**src/rtl/imem_loader_pkg.sv**
```systemverilog
// -----------------------------------------------------------------------------
// imem_loader_pkg
// Shared definitions for the instruction-memory loader: instruction word
// geometry, the HLT opcode, the loader state encoding and an opcode helper.
// When IMEM_LOADER_CHECKSUM_EN is defined the state set gains the two
// checksum-byte states.
// -----------------------------------------------------------------------------
package imem_loader_pkg;

  localparam int unsigned INSTR_W = 16;
  localparam int unsigned BYTE_W  = 8;

  // Opcode field of an instruction word
  localparam int unsigned OP_MSB = 15;
  localparam int unsigned OP_LSB = 12;
  localparam logic [3:0]  OP_HLT = 4'hF;

  typedef enum logic [2:0] {
    ST_IDLE   = 3'd0,
    ST_GET_HI = 3'd1,
    ST_GET_LO = 3'd2,
    ST_WRITE  = 3'd3,
    ST_DONE   = 3'd4,
    ST_ERR    = 3'd5
`ifdef IMEM_LOADER_CHECKSUM_EN
    ,
    ST_GET_CK_HI = 3'd6,
    ST_GET_CK_LO = 3'd7
`endif
  } ld_state_e;

  // True when the word carries the HLT opcode
  function automatic logic is_hlt(input logic [INSTR_W-1:0] word);
    return word[OP_MSB:OP_LSB] == OP_HLT;
  endfunction

endpackage

```
**src/rtl/imem_loader_checksum.sv**
```systemverilog
// -----------------------------------------------------------------------------
// ld_checksum
// 16-bit modulo-2^16 accumulator of written instruction words. Only
// instantiated by imem_loader when IMEM_LOADER_CHECKSUM_EN is defined.
//
// Ports:
//   clk, rst_n  clock, asynchronous active-low reset
//   clr_i       clear the running sum (takes priority over add_i)
//   add_i       add word_i into the running sum
//   word_i      word to accumulate
//   cmp_i       reference checksum to compare against
//   sum_o       registered running sum
//   eq_c        combinational: sum_o == cmp_i
// -----------------------------------------------------------------------------
module ld_checksum
  import imem_loader_pkg::*;
(
  input  logic               clk,
  input  logic               rst_n,
  input  logic               clr_i,
  input  logic               add_i,
  input  logic [INSTR_W-1:0] word_i,
  input  logic [INSTR_W-1:0] cmp_i,
  output logic [INSTR_W-1:0] sum_o,
  output logic               eq_c
);

  logic [INSTR_W-1:0] sum_q, sum_d;

  // Next sum: clear wins, otherwise wrap-around add
  always_comb begin
    sum_d = sum_q;
    if (clr_i) begin
      sum_d = '0;
    end else if (add_i) begin
      sum_d = sum_q + word_i;
    end
  end

  always_ff @(posedge clk or negedge rst_n) begin
    if (!rst_n) begin
      sum_q <= '0;
    end else begin
      sum_q <= sum_d;
    end
  end

  assign sum_o = sum_q;
  assign eq_c  = (sum_q == cmp_i);

endmodule

```
**src/rtl/imem_loader.sv**
```systemverilog
// -----------------------------------------------------------------------------
// imem_loader
// Receives a byte stream (valid/ready), packs byte pairs big-endian into
// 16-bit instructions and writes them sequentially into instruction memory
// starting at BASE_ADDR. The CPU is held in reset while loading and released
// one cycle after the loader enters DONE, which follows the HLT write.
// Exceeding MAX_WORDS without an HLT aborts the session into ERR.
//
// Optional feature IMEM_LOADER_CHECKSUM_EN: after the HLT write two more
// bytes (big-endian) are compared with the running sum of all written words;
// a mismatch aborts into ERR. Adds the checksum output port.
//
// Ports:
//   clk, rst_n   clock, asynchronous active-low reset
//   start        one-cycle pulse that starts a session (IDLE/DONE/ERR only)
//   byte_in      stream byte, transferred when byte_valid && byte_ready
//   byte_valid   byte_in is valid
//   byte_ready   loader accepts a byte this cycle (depends on state only)
//   mem_wr_en    memory write request, held until mem_ready
//   mem_addr     write byte address
//   mem_wdata    instruction word
//   mem_ready    memory accepts the write this cycle
//   cpu_rst_n    active-low CPU reset
//   busy         session in progress
//   done         load completed (HLT written)
//   err          load aborted
//   word_count   words written this session
//   checksum     running word sum (IMEM_LOADER_CHECKSUM_EN only)
// -----------------------------------------------------------------------------
module imem_loader
  import imem_loader_pkg::*;
#(
  parameter int unsigned        ADDR_W    = 16,
  parameter logic [ADDR_W-1:0]  BASE_ADDR = '0,
  parameter int unsigned        MAX_WORDS = 1024,
  localparam int unsigned       CNT_W     = $clog2(MAX_WORDS + 1)
) (
  input  logic               clk,
  input  logic               rst_n,
  input  logic               start,
  input  logic [BYTE_W-1:0]  byte_in,
  input  logic               byte_valid,
  output logic               byte_ready,
  output logic               mem_wr_en,
  output logic [ADDR_W-1:0]  mem_addr,
  output logic [INSTR_W-1:0] mem_wdata,
  input  logic               mem_ready,
  output logic               cpu_rst_n,
  output logic               busy,
  output logic               done,
  output logic               err,
  output logic [CNT_W-1:0]   word_count
`ifdef IMEM_LOADER_CHECKSUM_EN
  ,
  output logic [INSTR_W-1:0] checksum
`endif
);

  ld_state_e          state_q, state_d;
  logic               byte_ready_q, byte_ready_d;
  logic               wr_en_q, wr_en_d;
  logic [ADDR_W-1:0]  addr_q, addr_d;
  logic [INSTR_W-1:0] wdata_q, wdata_d;
  logic               cpu_rst_n_q, cpu_rst_n_d;
  logic               busy_q, busy_d;
  logic               done_q, done_d;
  logic               err_q, err_d;
  logic [CNT_W-1:0]   cnt_q, cnt_d;
  logic [CNT_W-1:0]   cnt_inc;
  logic               begin_session;

`ifdef IMEM_LOADER_CHECKSUM_EN
  logic [BYTE_W-1:0]  ck_hi_q, ck_hi_d;
  logic               ck_clr_c;
  logic               ck_add_c;
  logic               ck_eq_c;
  logic [INSTR_W-1:0] ck_sum;

  // Compare sees the high checksum byte already captured and the low byte live
  ld_checksum u_checksum (
    .clk    (clk),
    .rst_n  (rst_n),
    .clr_i  (ck_clr_c),
    .add_i  (ck_add_c),
    .word_i (wdata_q),
    .cmp_i  ({ck_hi_q, byte_in}),
    .sum_o  (ck_sum),
    .eq_c   (ck_eq_c)
  );

  assign checksum = ck_sum;
`endif

  // Next-state and next-output logic
  always_comb begin
    state_d       = state_q;
    addr_d        = addr_q;
    wdata_d       = wdata_q;
    cpu_rst_n_d   = cpu_rst_n_q;
    busy_d        = busy_q;
    done_d        = done_q;
    err_d         = err_q;
    cnt_d         = cnt_q;
    cnt_inc       = cnt_q + CNT_W'(1);
    begin_session = 1'b0;
    byte_ready_d  = 1'b0;
    wr_en_d       = 1'b0;
`ifdef IMEM_LOADER_CHECKSUM_EN
    ck_hi_d       = ck_hi_q;
    ck_clr_c      = 1'b0;
    ck_add_c      = 1'b0;
`endif

    case (state_q)
      ST_IDLE: begin
        begin_session = start;
      end

      ST_GET_HI: begin
        if (byte_valid) begin
          wdata_d[INSTR_W-1:BYTE_W] = byte_in;
          state_d                   = ST_GET_LO;
        end
      end

      ST_GET_LO: begin
        if (byte_valid) begin
          wdata_d[BYTE_W-1:0] = byte_in;
          state_d             = ST_WRITE;
        end
      end

      // Address/data stay frozen in the registers until the memory accepts
      ST_WRITE: begin
        if (mem_ready) begin
          cnt_d  = cnt_inc;
          addr_d = addr_q + ADDR_W'(2);
`ifdef IMEM_LOADER_CHECKSUM_EN
          ck_add_c = 1'b1;
`endif
          if (is_hlt(wdata_q)) begin
`ifdef IMEM_LOADER_CHECKSUM_EN
            state_d = ST_GET_CK_HI;
`else
            state_d = ST_DONE;
            done_d  = 1'b1;
            busy_d  = 1'b0;
`endif
          end else if (cnt_inc == CNT_W'(MAX_WORDS)) begin
            // Word budget exhausted without HLT
            state_d = ST_ERR;
            err_d   = 1'b1;
            busy_d  = 1'b0;
          end else begin
            state_d = ST_GET_HI;
          end
        end
      end

`ifdef IMEM_LOADER_CHECKSUM_EN
      ST_GET_CK_HI: begin
        if (byte_valid) begin
          ck_hi_d = byte_in;
          state_d = ST_GET_CK_LO;
        end
      end

      ST_GET_CK_LO: begin
        if (byte_valid) begin
          busy_d = 1'b0;
          if (ck_eq_c) begin
            state_d = ST_DONE;
            done_d  = 1'b1;
          end else begin
            state_d = ST_ERR;
            err_d   = 1'b1;
          end
        end
      end
`endif

      // CPU released one cycle after entry, since this state is registered
      ST_DONE: begin
        cpu_rst_n_d   = 1'b1;
        begin_session = start;
      end

      ST_ERR: begin
        begin_session = start;
      end

      default: begin
        state_d = ST_IDLE;
      end
    endcase

    // A new session overrides whatever the terminal state decided
    if (begin_session) begin
      state_d     = ST_GET_HI;
      cnt_d       = '0;
      done_d      = 1'b0;
      err_d       = 1'b0;
      addr_d      = BASE_ADDR;
      cpu_rst_n_d = 1'b0;
      busy_d      = 1'b1;
`ifdef IMEM_LOADER_CHECKSUM_EN
      ck_clr_c    = 1'b1;
`endif
    end

    // Handshake outputs are registered decodes of the next state
`ifdef IMEM_LOADER_CHECKSUM_EN
    byte_ready_d = (state_d == ST_GET_HI)    || (state_d == ST_GET_LO) ||
                   (state_d == ST_GET_CK_HI) || (state_d == ST_GET_CK_LO);
`else
    byte_ready_d = (state_d == ST_GET_HI) || (state_d == ST_GET_LO);
`endif
    wr_en_d = (state_d == ST_WRITE);
  end

  // State and output registers
  always_ff @(posedge clk or negedge rst_n) begin
    if (!rst_n) begin
      state_q      <= ST_IDLE;
      byte_ready_q <= 1'b0;
      wr_en_q      <= 1'b0;
      addr_q       <= BASE_ADDR;
      wdata_q      <= '0;
      cpu_rst_n_q  <= 1'b0;
      busy_q       <= 1'b0;
      done_q       <= 1'b0;
      err_q        <= 1'b0;
      cnt_q        <= '0;
    end else begin
      state_q      <= state_d;
      byte_ready_q <= byte_ready_d;
      wr_en_q      <= wr_en_d;
      addr_q       <= addr_d;
      wdata_q      <= wdata_d;
      cpu_rst_n_q  <= cpu_rst_n_d;
      busy_q       <= busy_d;
      done_q       <= done_d;
      err_q        <= err_d;
      cnt_q        <= cnt_d;
    end
  end

`ifdef IMEM_LOADER_CHECKSUM_EN
  // Captured high byte of the received checksum
  always_ff @(posedge clk or negedge rst_n) begin
    if (!rst_n) begin
      ck_hi_q <= '0;
    end else begin
      ck_hi_q <= ck_hi_d;
    end
  end
`endif

  assign byte_ready = byte_ready_q;
  assign mem_wr_en  = wr_en_q;
  assign mem_addr   = addr_q;
  assign mem_wdata  = wdata_q;
  assign cpu_rst_n  = cpu_rst_n_q;
  assign busy       = busy_q;
  assign done       = done_q;
  assign err        = err_q;
  assign word_count = cnt_q;

endmodule

```
**config.mk**
```make
export PLATFORM = sky130hd
export DESIGN_NAME = imem_loader
export DESIGN_NICKNAME = d
export VERILOG_FILES = /design/src/rtl/imem_loader_pkg.sv /design/src/rtl/imem_loader_checksum.sv /design/src/rtl/imem_loader.sv
export SDC_FILE = /design/constraint.sdc
export NUM_CORES = 1
export LEC_CHECK = 0
export CAP_MARGIN = 20
export CORE_ASPECT_RATIO = 1.25
export CORE_MARGIN = 8
export CORE_UTILIZATION = 49
export DETAILED_ROUTE_END_ITERATION = 8
export PLACE_DENSITY = 0.77
export SYNTH_ARGS = -nofsm -noshare
export SYNTH_HDL_FRONTEND = slang
export SYNTH_SLANG_ARGS = --single-unit
```
**constraint.sdc**
```tcl
create_clock -name clk -period 2.4 [get_ports clk]
set_clock_uncertainty 0.1 [all_clocks]
set_input_delay 0.6 -clock clk [delete_from_list [all_inputs] [get_ports clk]]
set_output_delay 0.6 -clock clk [all_outputs]
set_load 0.05 [all_outputs]
```
* After elaboration in Yosys (flattened, before gate mapping)
Cells that the tools add are included.
Word-level totals: output and inout bits 49, register bits after elaboration 52
Operators by class: muxes and demuxes 30, reductions and logical operators 15, equal/unequal tests 11, add/subtract/negate cells 2
Operators by type and width (count):
- 16-bit two-way mux | 3
- 11-bit two-way mux | 3
- 3-bit two-way mux | 6
- 1-bit two-way mux | 17
- 16-bit by 2-bit adder with 16-bit output, second input constant | 1
- 3-bit by 2-bit == test with 1-bit output, second input constant | 4
- 3-bit one-hot mux with 4 select lines | 1
- 11-bit by 1-bit adder with 11-bit output, second input constant | 1
- 11-bit == test, second input constant | 1
- 2-bit nonzero test | 5
- 3-bit by 1-bit == test with 1-bit output, second input constant | 2
- 3-bit == test, second input constant | 2
- 2-bit AND reduction | 3
- 3-bit AND reduction | 2
- 4-bit == test, second input constant | 1
- 4-bit AND reduction | 1
- 3-bit logical NOT | 1
- 3-bit nonzero test | 1
- 3-bit OR reduction | 1
- 2-bit inequality test, second input constant | 1
- 1-bit logical OR | 1

* Longest topological paths before layout
depth in word-level cells 9, depth in mapped cells 7, depth with buffers taken out 6

* Worst setup path before layout
No wires, ideal clock.
path type register to register, from reg cnt_q[0], in the netlist word_count[0], to reg cnt_q[10], in the netlist word_count[10], arrival 1909 ps, cell stages (with the launch flop) 7, required time 2152 ps, path buffers 0, slack 244 ps, cells stage by stage dfrtp_1 ha_1 nand4_1 nor3_1 a31oi_1 o21ai_0 o21ai_0
On the way: cells in the longest elaborated chain, start to end 4
RTL lines:
- start, declared | RTL line imem_loader.sv:68 | logic [CNT_W-1:0] cnt_q, cnt_d;
- start signal, assigned | RTL line imem_loader.sv:244 | cnt_q <= cnt_d;
- 11-bit by 1-bit adder with 11-bit output | RTL line imem_loader.sv:104 | cnt_inc = cnt_q + CNT_W'(1);
- 11-bit two-way mux | RTL line imem_loader.sv:135 | if (mem_ready) begin
- 11-bit two-way mux | RTL line imem_loader.sv:114 | case (state_q)
- 11-bit two-way mux | RTL line imem_loader.sv:198 | if (begin_session) begin
Every way passes these cells. The select of a mux whose other input is x is not followed. A chain may end at the register's enable or synchronous reset.

* Worst setup path in the final report
from reg cnt_q[4], in the netlist word_count[4], to out word_count[4]
RTL lines:
- end, declared | RTL line imem_loader.sv:52 | output logic [CNT_W-1:0] word_count
No word-level cell between the ends.

==> flow_summary_export.csv <==
group,metric,value,unit
run_status,outcome,"complete, no violations",
logic_synthesis,yosys.cell_types.count,51,
detailed_routing,post_drt_via_cell_ratio,5.40,
floorplan,dieArea,7680,sq um
floorplan,dieHeight,96.0,microns
logic_synthesis,yosys.area.top_type,"dfrtp_1",
global_routing,grt_pass1_wl,9.82,mm
setup_path,worstSetupPathType,"reg2out",
logic_synthesis,synth-edff-count,0,
logic_synthesis,ys_seq_area_share,50.8,%
clock_tree,cts_root_buffer,"clkbuf_8",
finish,drive_gt1_share,16.7,%
setup_path,critPathLaunchType,"flop",
clock_tree,h-tree-depth,2,
detailed_routing,drt_iter0_markers,129,
sta,hold_viol,0,
sta,maxSlewHeadroom,64.9,%
detailed_routing,dr.pass1.iters,4,
global_routing,grt_max_degree,52,
finish,fin_nets,320,
detailed_routing,top_layer,"met4",
sta,rsz0062_at_grt,"false",
clock_tree,worstSkewPairLatency,300,ps
detailed_routing,wl_per_cell,15.4,microns
place,hpwl,4.11,mm
logic_synthesis,synth-main-ff-cell,"dfrtp_1",
logic_synthesis,yosys-top-cells-area,"dfrtp_1 51%, mux2_2 7.2%, o21ai_0 4.2%",
logic_synthesis,avgSynthCellArea,10.6,sq um
place,routabilityCongestion,0.843,
setup_path,cp_cell_sequence,"clkdlybuf4s50_1",
place,port_buffers,60,
logic_synthesis,synthCells,237,
run,drv_cap,0,
pwr,ir_worst_vdd,868,uV
sta,post-route-period-util,97.4,%
finish,finalCoreUtilization,66.1,%
place,dp_cells,360,
floorplan,start_util,50.1,%
setup_path,cp_top_family,"buffers and inverters",
setup_path,crit_path_end_kind,"primary output",
floorplan,dieWidth,80.0,microns
sta,setup_viol,0,
floorplan,ioPinCount,62,
detailed_routing,wl_met3,274,microns
setup_path,crit_buf_inv,1,
floorplan,rows,29,
logic_synthesis,async_flop_share,100,%
clock_tree,numCtsBuffers,5,
logic_synthesis,ys_top_cells_by_count,"51 x dfrtp_1, 26 x nand2_1, 23 x nor2_1, 21 x o21ai_0, 16 x mux2_2",
sta,drv_slew,0,
global_routing,gr-total-overflow,0,
pwr,power_density,1180,nW/um^2
logic_synthesis,synth_top_area_share,50.8,%
detailed_routing,drc_errors,0,
setup_path,slowest_delay,850,ps
sta,finalWorstSetupSlack,62.0,ps
global_routing,antenna_found_initial,0,
place,place_ws,49.0,ps
setup_path,cp.required,1700,ps
sta,period_needed,2340,ps
min_path,hp-class,"in2async",
logic_synthesis,synthesis.area,2510,sq um
detailed_routing,wl_met2,2.91,mm
sta,timing.fmax,0.428,GHz
logic_synthesis,ys_warn_count,0,
setup_path,cp.arrival,1640,ps
pwr,leakagePower,0.00143,uW
setup_path,cp_slowest_cell,"clkdlybuf4s50_1",
global_routing,grtUsageTotal,16.0,%
finish,antenna_cells,0,
clock_tree,hold_buffers,0,
clock_tree,cts_buffer_depth,2,
logic_synthesis,yosysMostFrequentCell,"dfrtp_1",
sta,tns,0,ps
sta,worst_pin_slew,524,ps
global_routing,grt_pass1_vias,2047,
setup_path,crit_fanout,8,
finish,fin_cells,367,
sta,timing.hold.ws,175,ps
logic_synthesis,synth-seq-cells,51,
clock_tree,cts_tree,"done",
logic_synthesis,syn-num-nets,252,
finish,n_fill_cell,400,
finish,area_growth,31.9,%
clock_tree,cts_sinks,51,
floorplan,coreArea,5010,sq um
detailed_routing,vias,1982,
clock_tree,clkTransAtPathRegs,90,ps
detailed_routing,ant_nets,0,
detailed_routing,wl_met1,2.40,mm
detailed_routing,wl,5.66,mm
==> power breakdown <==
part / total [uW] / switching [uW] / internal, uW
sequential: 1330 / 227 / 1100
combinational: 2000 / 1260 / 733
clock: 570 / 264 / 306
==> metrics by stage <==
stage          power (uW)  instance area, sq um
2_1_floorplan        2690                  2510
3_3_place_gp         3330                  3200
3_5_place_dp         3360                  3200
4_1_cts              3930                  3300
5_1_grt              4100                  3310
6_report             3900                  3310
==> sequential cells by signal, summed over array words and instances (netlist names) <==
register,flops
word_count,11
byte_ready,1
state_q,3
mem_wdata,16
cpu_rst_n,1
done,1
mem_addr,15
busy,1
mem_wr_en,1
err,1
==> what timing repair did <==
action / 4_1_cts / 5_1_grt
setup buffers: 0 / 0
endpoints found under the setup margin: 0 / 2
gates resized for setup: 0 / 2
==> final timing paths <==
check | startpoint | endpoint | slack [ps] | depth (start not counted)
setup reg to reg | word_count[0] | word_count[10] | 410 | 6
setup / recovery | word_count[4] | word_count[4] | 60 | 1
max in group asynchronous | rst_n | mem_addr[5] | 1800 | 2
hold reg to reg | err | err | 380 | 2
min in group clk | err | err | 380 | 2
hold / removal | rst_n | mem_wdata[4] | 180 | 2
==> layout by cell type, fill, tap and decap left out, drive strengths merged, types with 2 or more instances in the layout <==
cell type       n
dlymetal6s2s    2
xnor2           7
a21oi           5
clkbuf          6
nor4            3
dfrtp          51
a21o            2
and4            2
o31ai           4
xor2            8
nand2          26
inv             3
nor3            4
clkdlybuf4s50  54
ha              2
nand3           6
nand4           7
a31oi           2
o21ai          21
nand2b          3
and2            2
mux2           16
nor2           25
and3b           2
and3            3
buf            15
or3             3
nor4b           2
nor2b           2
==> final cells by class <==
cell class	count	area [sq um]	area share, %
sequential	51	1280	38.6
multi-input combinational	173	1150	34.9
timing repair buffer	71	688	20.8
tap	62	77.6	2.34
clock buffer	6	72.6	2.19
clock inverter	1	30.0	0.907
inverter	3	11.3	0.340
==> metal layers <==
layer / vias up / global-route usage (%)
met5: - / 0
met4: 0 / 5.62
met3: 6 / 3.83
met2: 44 / 28.3
met1: 964 / 18.3
li1: 968 / -
==> kinds of logic after synthesis <==
family                   count (synthesis)  synth area share [%]
AND/OR/NAND/NOR                         94                  20.5
flip-flops                              51                  50.8
AO/OA/AOI/OAI                           44                  11.5
multiplexers                            17                  7.58
XOR/XNOR                                15                  5.23
buffers and inverters                   13                  3.19
adder cells (fa/ha/maj)                  2                 0.997
other                                    1                 0.149
Note: power is estimated with default switching activity, not from simulation.
